$ cat config.mk
export PLATFORM = sky130hd
export DESIGN_NAME = div_clk_monitor
export DESIGN_NICKNAME = d
export VERILOG_FILES = /design/src/rtl/div_clk_monitor.sv
export SDC_FILE = /design/constraint.sdc
export NUM_CORES = 1
export LEC_CHECK = 0
export ABC_AREA = 1
export BUFFER_PORTS_ARGS = -buffer_cell sky130_fd_sc_hd__buf_4
export CAP_MARGIN = 5
export CELL_PAD_IN_SITES_DETAIL_PLACEMENT = 1
export CELL_PAD_IN_SITES_GLOBAL_PLACEMENT = 1
export CORE_ASPECT_RATIO = 1.4
export CORE_MARGIN = 5
export CORE_UTILIZATION = 36
export DETAILED_ROUTE_END_ITERATION = 16
export PLACE_DENSITY = 0.74
export SYNTH_ARGS = -nofsm -noshare
export SYNTH_HDL_FRONTEND = slang
export SYNTH_SLANG_ARGS = --single-unit
$ cat constraint.sdc
create_clock -name sys_clk -period 1.55 [get_ports sys_clk]
set_input_delay 0.155 -clock sys_clk [delete_from_list [all_inputs] [get_ports sys_clk]]
set_output_delay 0.155 -clock sys_clk [all_outputs]
set_load 0.005 [all_outputs]
$ cat src/rtl/div_clk_monitor.sv
// -----------------------------------------------------------------------------
// div_clk_monitor
//
// Watches the divided clock produced by the clock-divider stage. The divided
// clock arrives as an ordinary flop output in the sys_clk domain, so it is
// sampled as data (no synchronizer). The monitor does the following:
//   - emits single-cycle rise/fall strobes that downstream logic uses as
//     clock enables
//   - measures every completed high/low phase in sys_clk cycles
//   - runs a lock state machine (IDLE -> ACQ -> LOCKED) that declares the
//     divided clock good after LOCK_CNT consecutive in-tolerance phases
//   - flags out-of-tolerance phases and stalls while locked
//
// Parameters:
//   HALF_PERIOD : expected phase length in sys_clk cycles
//   TOL         : accepted deviation, good when |len - HALF_PERIOD| <= TOL
//   LOCK_CNT    : consecutive good phases needed to lock
//   STALL_LIMIT : run length without an edge treated as a stopped clock
//                 (must exceed HALF_PERIOD+TOL and be below 2**CNT_W-1)
//   CNT_W       : width of the run counter and of half_len
//
// Ports:
//   sys_clk      in   system clock, single clock domain
//   sys_rst      in   synchronous active-high reset
//   clk_in       in   divided clock, synchronous to sys_clk
//   clr          in   synchronous clear of err_cnt (wins over an increment)
//   rise_pulse   out  one-cycle strobe per rising edge of clk_in
//   fall_pulse   out  one-cycle strobe per falling edge of clk_in
//   half_len     out  length of the most recently completed phase
//   half_len_vld out  one-cycle strobe: half_len holds a new measurement
//   locked       out  high while the lock FSM is in LOCKED
//   err          out  one-cycle strobe on a fault detected while LOCKED
//   err_cnt      out  saturating fault counter
//
// All outputs are registered and change at the sys_clk edge that closes the
// cycle in which clk_in differs from its registered copy (1-cycle latency).
// -----------------------------------------------------------------------------
module div_clk_monitor #(
  parameter int unsigned HALF_PERIOD = 3,
  parameter int unsigned TOL         = 0,
  parameter int unsigned LOCK_CNT    = 4,
  parameter int unsigned STALL_LIMIT = 8,
  parameter int unsigned CNT_W       = 8
) (
  input  logic             sys_clk,
  input  logic             sys_rst,
  input  logic             clk_in,
  input  logic             clr,
  output logic             rise_pulse,
  output logic             fall_pulse,
  output logic [CNT_W-1:0] half_len,
  output logic             half_len_vld,
  output logic             locked,
  output logic             err,
  output logic [7:0]       err_cnt
);

  // ---------------------------------------------------------------------------
  // Constants
  // ---------------------------------------------------------------------------
  localparam int unsigned GOOD_W = (LOCK_CNT > 1) ? $clog2(LOCK_CNT + 1) : 1;

  // Tolerance window bounds, clamped so a TOL larger than HALF_PERIOD does
  // not wrap the lower bound.
  localparam int unsigned LEN_LO = (HALF_PERIOD > TOL) ? (HALF_PERIOD - TOL) : 0;
  localparam int unsigned LEN_HI = HALF_PERIOD + TOL;

  localparam logic [CNT_W-1:0]  RUN_MAX     = '1;
  localparam logic [CNT_W-1:0]  RUN_ONE     = CNT_W'(1);
  localparam logic [CNT_W-1:0]  STALL_VAL   = CNT_W'(STALL_LIMIT);
  localparam logic [GOOD_W-1:0] LOCK_LAST   = GOOD_W'(LOCK_CNT - 1);
  localparam logic [7:0]        ERR_CNT_MAX = 8'hFF;

  typedef enum logic [1:0] {
    ST_IDLE   = 2'd0,
    ST_ACQ    = 2'd1,
    ST_LOCKED = 2'd2
  } state_e;

  // ---------------------------------------------------------------------------
  // State
  // ---------------------------------------------------------------------------
  state_e            state_q,        state_d;
  logic              clk_d_q;
  logic [CNT_W-1:0]  run_cnt_q,      run_cnt_d;
  logic [GOOD_W-1:0] good_cnt_q,     good_cnt_d;
  logic              rise_q,         rise_d;
  logic              fall_q,         fall_d;
  logic [CNT_W-1:0]  half_len_q,     half_len_d;
  logic              half_len_vld_q, half_len_vld_d;
  logic              err_q,          err_d;
  logic [7:0]        err_cnt_q,      err_cnt_d;

  // ---------------------------------------------------------------------------
  // Edge detection and phase measurement
  // ---------------------------------------------------------------------------
  logic edge_c;
  logic stall_c;
  logic phase_good_c;

  assign edge_c = clk_in ^ clk_d_q;
  assign rise_d = edge_c & clk_in;
  assign fall_d = edge_c & ~clk_in;

  // On an edge cycle the pre-update run counter is the length of the phase
  // that just ended: it counts the cycles clk_in held its previous value.
  assign phase_good_c = (32'(run_cnt_q) >= LEN_LO) && (32'(run_cnt_q) <= LEN_HI);

  // An edge reloads the counter, so an edge and a stall never coincide.
  assign stall_c = ~edge_c && (run_cnt_q == STALL_VAL);

  always_comb begin
    if (edge_c) begin
      run_cnt_d = RUN_ONE;
    end else if (run_cnt_q == RUN_MAX) begin
      run_cnt_d = run_cnt_q;
    end else begin
      run_cnt_d = run_cnt_q + RUN_ONE;
    end
  end

  // ---------------------------------------------------------------------------
  // Lock state machine: next state and registered-output next values
  // ---------------------------------------------------------------------------
  always_comb begin
    // NOTE: every signal driven here gets a default first, so no path through
    // the case statement can leave one unassigned and infer a latch.
    state_d        = state_q;
    good_cnt_d     = good_cnt_q;
    half_len_d     = half_len_q;
    half_len_vld_d = 1'b0;
    err_d          = 1'b0;

    unique case (state_q)
      ST_IDLE: begin
        // The first edge after idle ends a phase of unknown start, so its
        // measurement is discarded.
        if (edge_c) begin
          state_d    = ST_ACQ;
          good_cnt_d = '0;
        end
      end

      ST_ACQ: begin
        if (edge_c) begin
          half_len_d     = run_cnt_q;
          half_len_vld_d = 1'b1;
          if (phase_good_c) begin
            if (good_cnt_q == LOCK_LAST) begin
              state_d    = ST_LOCKED;
              good_cnt_d = '0;
            end else begin
              good_cnt_d = good_cnt_q + GOOD_W'(1);
            end
          end else begin
            // Faults during acquisition only restart the run; no err strobe.
            good_cnt_d = '0;
          end
        end else if (stall_c) begin
          state_d    = ST_IDLE;
          good_cnt_d = '0;
        end
      end

      ST_LOCKED: begin
        if (edge_c) begin
          half_len_d     = run_cnt_q;
          half_len_vld_d = 1'b1;
          if (!phase_good_c) begin
            err_d      = 1'b1;
            state_d    = ST_ACQ;
            good_cnt_d = '0;
          end
        end else if (stall_c) begin
          err_d      = 1'b1;
          state_d    = ST_IDLE;
          good_cnt_d = '0;
        end
      end

      default: begin
        state_d    = ST_IDLE;
        good_cnt_d = '0;
      end
    endcase
  end

  // Fault counter: clear has priority over a same-cycle increment.
  always_comb begin
    if (clr) begin
      err_cnt_d = '0;
    end else if (err_d && (err_cnt_q != ERR_CNT_MAX)) begin
      err_cnt_d = err_cnt_q + 8'd1;
    end else begin
      err_cnt_d = err_cnt_q;
    end
  end

  // ---------------------------------------------------------------------------
  // Registers
  // ---------------------------------------------------------------------------
  // NOTE: sequential state uses non-blocking assignments so every flop samples
  // the pre-edge values regardless of statement order.
  always_ff @(posedge sys_clk) begin
    if (sys_rst) begin
      state_q        <= ST_IDLE;
      clk_d_q        <= 1'b0;
      run_cnt_q      <= '0;
      good_cnt_q     <= '0;
      rise_q         <= 1'b0;
      fall_q         <= 1'b0;
      half_len_q     <= '0;
      half_len_vld_q <= 1'b0;
      err_q          <= 1'b0;
      err_cnt_q      <= '0;
    end else begin
      state_q        <= state_d;
      clk_d_q        <= clk_in;
      run_cnt_q      <= run_cnt_d;
      good_cnt_q     <= good_cnt_d;
      rise_q         <= rise_d;
      fall_q         <= fall_d;
      half_len_q     <= half_len_d;
      half_len_vld_q <= half_len_vld_d;
      err_q          <= err_d;
      err_cnt_q      <= err_cnt_d;
    end
  end

  // ---------------------------------------------------------------------------
  // Outputs
  // ---------------------------------------------------------------------------
  assign rise_pulse   = rise_q;
  assign fall_pulse   = fall_q;
  assign half_len     = half_len_q;
  assign half_len_vld = half_len_vld_q;
  assign err          = err_q;
  assign err_cnt      = err_cnt_q;
  // Decoded straight from the state flop, so it carries no extra latency.
  assign locked       = (state_q == ST_LOCKED);

endmodule

# Word level (Yosys, flattened, before mapping)
# Index checks and enable logic that the tools add are counted.
# Widths: inputs -> output; s select.
[totals]
regBits = 34
elab_cells = 67
[classes]
add_sub_neg = 3
n_lt_le_gt_ge = 2
n_eq_ne = 11
n_mux = 23
n_bitwise = 6
reduce_logical = 11
[op_table]
columns = ["cell", "count"]
rows = [
  ["$mux 3", 7],
  ["$add 8x1->8 const B", 2],
  ["$mux 2", 7],
  ["$ne 3x3->1 const B", 3],
  ["$pmux 3 s3", 1],
  ["$eq 8x4->1 const B", 1],
  ["$eq 8x8->1 const B", 1],
  ["$ge 8x2->1 const B", 1],
  ["$le 8x2->1 const B", 1],
  ["$ne 8x8->1 const B", 1],
  ["$reduce_or 2->1", 4],
  ["$mux 1", 7],
  ["$pmux 2 s3", 1],
  ["$ne 2x2->1 const B", 2],
  ["$reduce_and 2->1", 2],
  ["$reduce_and 4->1", 1],
  ["$add 3x1->3 const B", 1],
  ["$eq 3x2->1 const B", 1],
  ["$logic_and 1x1->1", 3],
  ["$not 1->1", 3],
  ["$and 1x1->1", 2],
  ["$eq 2x1->1 const B", 1],
  ["$eq 2x2->1 const B", 1],
  ["$logic_not 2->1", 1],
  ["$xor 1x1->1", 1],
]

# Longest topological paths before layout
[logic_depth]
ltp_word = 7
mapped_depth = 9
depth_no_buf = 9

# Worst setup path before layout
# OpenSTA, ideal clock, no wires.
[synth_timing]
kind = "reg2reg"
from = "reg clk_d_q"
to = "reg err_cnt_q[1] (netlist: err_cnt[1])"
setup_ns = 0.117
arrival_time_ns = 1.356
required_time_ns = 1.433
slack_ns = 0.078
path_stages_with_launch = 8
path_buffers = 1
cell_sequence = "dfxtp_1 > ha_1 > clkbuf_8 > inv_1 > nand3_2 > nand4_2 > o21ai_0 > nor2_1"
[synth_between]
elab_chain_cells = 7
[synth_rtl]
columns = ["element", "line_no", "text"]
rows = [
  ["start: declaration", "84", "logic clk_d_q;"],
  ["start signal: assignment", "218", "clk_d_q <= clk_in;"],
  ["$xor 1x1->1 *", "101", "assign edge_c = clk_in ^ clk_d_q;"],
  ["$not 1->1", "110", "assign stall_c = ~edge_c && (run_cnt_q == STALL_VAL);"],
  ["$logic_and 1x1->1", "110", ""],
  ["$mux 1", "174", "end else if (stall_c) begin"],
  ["$mux 1 *", "166", "if (edge_c) begin"],
  ["$mux 1 *", "134", "unique case (state_q)"],
  ["$logic_and 1x1->1 *", "192", "end else if (err_d && (err_cnt_q != ERR_CNT_MAX)) begin"],
  ["end signal: assignment", "226", "err_cnt_q <= err_cnt_d;"],
  ["end: declaration", "92", "logic [7:0] err_cnt_q, err_cnt_d;"],
]
# Every way passes the cells marked *; elsewhere a longest branch is shown, timed or not.
# A chain may end at the register's enable or synchronous reset.

# Worst setup path after layout
[layout_timing]
from = "reg clk_d_q"
to = "reg state_q[0]"
[layout_between]
elab_chain_cells = 6
[layout_rtl]
columns = ["element", "line_no", "text"]
rows = [
  ["$xor 1x1->1 *", "101", ""],
  ["$not 1->1", "110", ""],
  ["$logic_and 1x1->1", "110", ""],
  ["$mux 2", "--", ""],
  ["$mux 2, on equally long branches", "166, 145", ""],
  ["$pmux 2 s3", "134", ""],
  ["end signal: assignment", "217", "state_q <= state_d;"],
  ["end: declaration", "83", "state_e state_q, state_d;"],
]
# Marks and branches as above.

==> flow_metrics.tcl <==
set metrics [dict create \
    post_synth_most_frequent_cells "39 x nand2_1, 36 x inv_1, 34 x dfxtp_1" \
    synth_area_leaders "dfxtp_1 39%, nand2_1 8.4%, inv_1 7.8%" \
    drt_iter0_drc 66 \
    gp_congestion 0.776 \
    vias_per_cell 4.92 \
    ant_nets 0 \
    yosys_register_bits 34 \
    syn_avg_cell_area_um2 7.28 \
    crit_slowest_cell "dfxtp_1" \
    detailroute.via_count 1757 \
    dpl.hpwl_mm 3.72 \
    netlist.top_cell.by_area "dfxtp_1" \
    seq_power_share 0.380 \
    die-area_mm2 0.00634 \
    clock_tree.htree_level_count 2 \
    finalMaxSlewViolations 0 \
    power_frac_clock 0.303 \
    worst_setup_path_end_kind "register" \
    grt_pass1_wl_mm 7.92 \
    postRouteWirelength_mm 5.10 \
    num-nets-final 306 \
    sequential_cell_area_in_the_final_layout_um2 686 \
    grt_max_degree 17 \
    timing_hold_violations_final 0 \
    syn_nets 253 \
    timing.critical_path.from_type "register" \
    mux_share_of_post_synthesis_cell_area 0 \
    synthFlopType "dfxtp_1" \
    cts-buffers-inserted 5 \
    final.setup_skew_ns 0.00709 \
    hold_ws_ns 0.118 \
    seq_area_frac_synth 0.391 \
    setup_violators_final 0 \
    synth_cell_types 23 \
    core-area_mm2 0.00477 \
    achievable-frequency_ghz 0.677 \
    pin_count 25 \
    placement_rows 30 \
    fin_total_pwr_mw 2.74 \
    globalRouteOverflowTotal 0 \
    actual_transition_at_the_worst_max_transition_pin_ns 0.304 \
    final_layout_size_suffix_gt1_frac 0.290 \
    wl_per_cell_um 14.3 \
    ctsLongestPathBuffers 2 \
    yosys_warnings 0 \
    worst_setup_hold_path_clk_slew_ns 0.08 \
    power_density_mw_per_mm2 1160 \
    first_pass_iters 4 \
    cell_area_after_synthesis_mm2 0.00174 \
    area_added_between_synthesis_and_finish_pct 36.0 \
    worst-endpoint-required_ns 1.75 \
    synth_top_area_frac 0.391 \
    critPathTopFamily "flip-flops" \
    worstPathBufferInverterCount 2 \
    synth-compound-area-share 0.125 \
    insertedDiodeCount 0 \
    clock_tree_from_tritoncts "done" \
    biggest_fanout_along_the_worst_timing_path 8 \
    timing.final.crit_period_ns 1.48 \
    net-switching-power_mw 0.891 \
    cts.root.buffer_cell "clkbuf_8" \
    static-leakage-power_nw 1.03 \
    power.switching_fraction 0.325 \
    detailed_route_drc_error_count 0 \
    p_comb_frac 0.316 \
    main_combinational_cell_family_by_area_after_synthesis "simple AND/OR/NAND/NOR gates" \
    worst_ep_arrival_time_ns 1.68 \
    dominant_cell_type_by_count_on_the_critical_path "nand2_1" \
    critPathMaxStageDelay_ns 0.34 \
    grt_util_all_layers 0.166 \
    placement.io_buffers 24 \
    yosys.area_share.xor_xnor 0.0302 \
    unrepaired_setup_endpoints_after_global_routing "yes" \
    synth_enable_flop_cells 0 \
    floorplan.initialDensity 0.365 \
    crit_path_cell_trace "ha_4, buf_6, nand2_1, a21boi_2, buf_4, nand2_1, nand2_1, nand2_1, nor2_1" \
    p_int_mw 1.85 \
    async_reset_ff_frac 0 \
    ir_worst_vdd_uv 653 \
    final.period_utilization 0.953 \
    result_of_the_run "complete, no violations" \
    clock-sinks 34 \
    min_path_type "in -> reg" \
    drv.max_cap_violation_count 0 \
    worst_slew_margin_rel 0.797 \
    area_of_the_multi_input_gates_um2 967 \
    ctsHoldBuffers 0 \
    post_synth_and_or_nand_nor_area_fraction 0.286 \
    initial_antenna_violation_count 0 \
    die_w_um 68.7 \
    worst-setup-path-type "reg -> reg" \
    ff2ff_setup_slack_ns 0.07 \
    clock_insertion_delay_worst_skew_ns 0.29 \
    filler_cell_count 626 \
    number_of_global_route_vias_before_repair 1771 \
    synth_fa_ha_area_frac 0.0719 \
    synth_most_common_cell "nand2_1" \
    floorplan.die.height_um 92.2 \
    post_synthesis_cells 239 \
]
## sequential cells by signal, summed over array words and instances, names as in the netlist
| register | count |
|---|---|
| clk_d_q | 1 |
| state_q | 2 |
| err_cnt | 8 |
| rise_pulse | 1 |
| good_cnt_q | 3 |
| err | 1 |
| half_len | 8 |
| half_len_vld | 1 |
| fall_pulse | 1 |
| run_cnt_q | 8 |
## cells by family after synthesis
family,Yosys count
xor gates and xnor gates,6
DFF,34
adders and majority gates,10
AOI/OAI and AO/OA,41
buffers and inverters,41
and+or+nand+nor,107
## repair_timing
item	4_1_cts	5_1_grt
cloned	1	0
gates resized for setup	1	22
hold endpoints to repair	0	0
buffers inserted	0	6
pin swaps	1	8
setup endpoints to repair	2	16
## worst paths after layout
kind         depth (start not counted)                         end                       start
max                                  9     state_q[0]$_SDFFE_PP0P_          clk_d_q$_SDFF_PP0_
min                                  2  good_cnt_q[1]$_SDFFE_PP0P_                     sys_rst
max reg2reg                          9     state_q[0]$_SDFFE_PP0P_          clk_d_q$_SDFF_PP0_
min reg2reg                          2  good_cnt_q[2]$_SDFFE_PP0P_  good_cnt_q[2]$_SDFFE_PP0P_
## layout make-up
cell class / instances / share of cell area
repair buffers: 49 / 0.159
clock inverters: 3 / 0.0190
clock buffers: 5 / 0.0291
multi-input cells: 165 / 0.409
well taps: 64 / 0.0339
inverters: 37 / 0.0603
flip-flops and latches: 34 / 0.290
## power by group through the flow
stage          clock (mW)  combinational (mW)  sequential, mW
2_1_floorplan           0               0.425            1.07
3_3_place_gp            0               0.754            1.05
3_5_place_dp            0               0.775            1.06
4_1_cts             0.854               0.787            1.04
5_1_grt             0.900               0.960            1.06
6_report            0.832               0.867            1.04
## layer usage
layer / part of all wire / vias to the layer above / GRT usage / wire length [um]
li1: - / 882 / - / -
met1: 0.37 / 844 / 0.161 / 1900
met2: 0.58 / 21 / 0.309 / 2950
met3: 0.023 / 10 / 0.0380 / 119
met4: 0.024 / 0 / 0.0797 / 123
met5: 0 / - / 0 / 0
## per-stage QoR
step	std cells	utilization	setup TNS, ns	setup WS [ns]	instance area [um2]
after CTS	351	0.469	0	0.00277	2230
after detailed placement	342	0.444	-0.00610	-0.00610	2110
after floorplan	239	-	0	0.0776	1740
after global routing	357	0.496	-0.248	-0.0470	2360
after global placement	342	0.444	0	0.0509	2110
final	357	0.496	0	0.0722	2360
## cell usage in the layout (no fill, tap or decap), drive strengths merged
master    count
clkinvlp      3
o21ai        16
a211oi        1
a21boi        1
clkbuf        5
dfxtp        34
nor2         35
a21oi        20
a31oi         3
ha           10
nor3          6
xor2          6
nand4        10
nand3        18
inv          36
buf          49
nand2        39
bufinv        1
No activity file was read; power rests on OpenSTA's default activity.
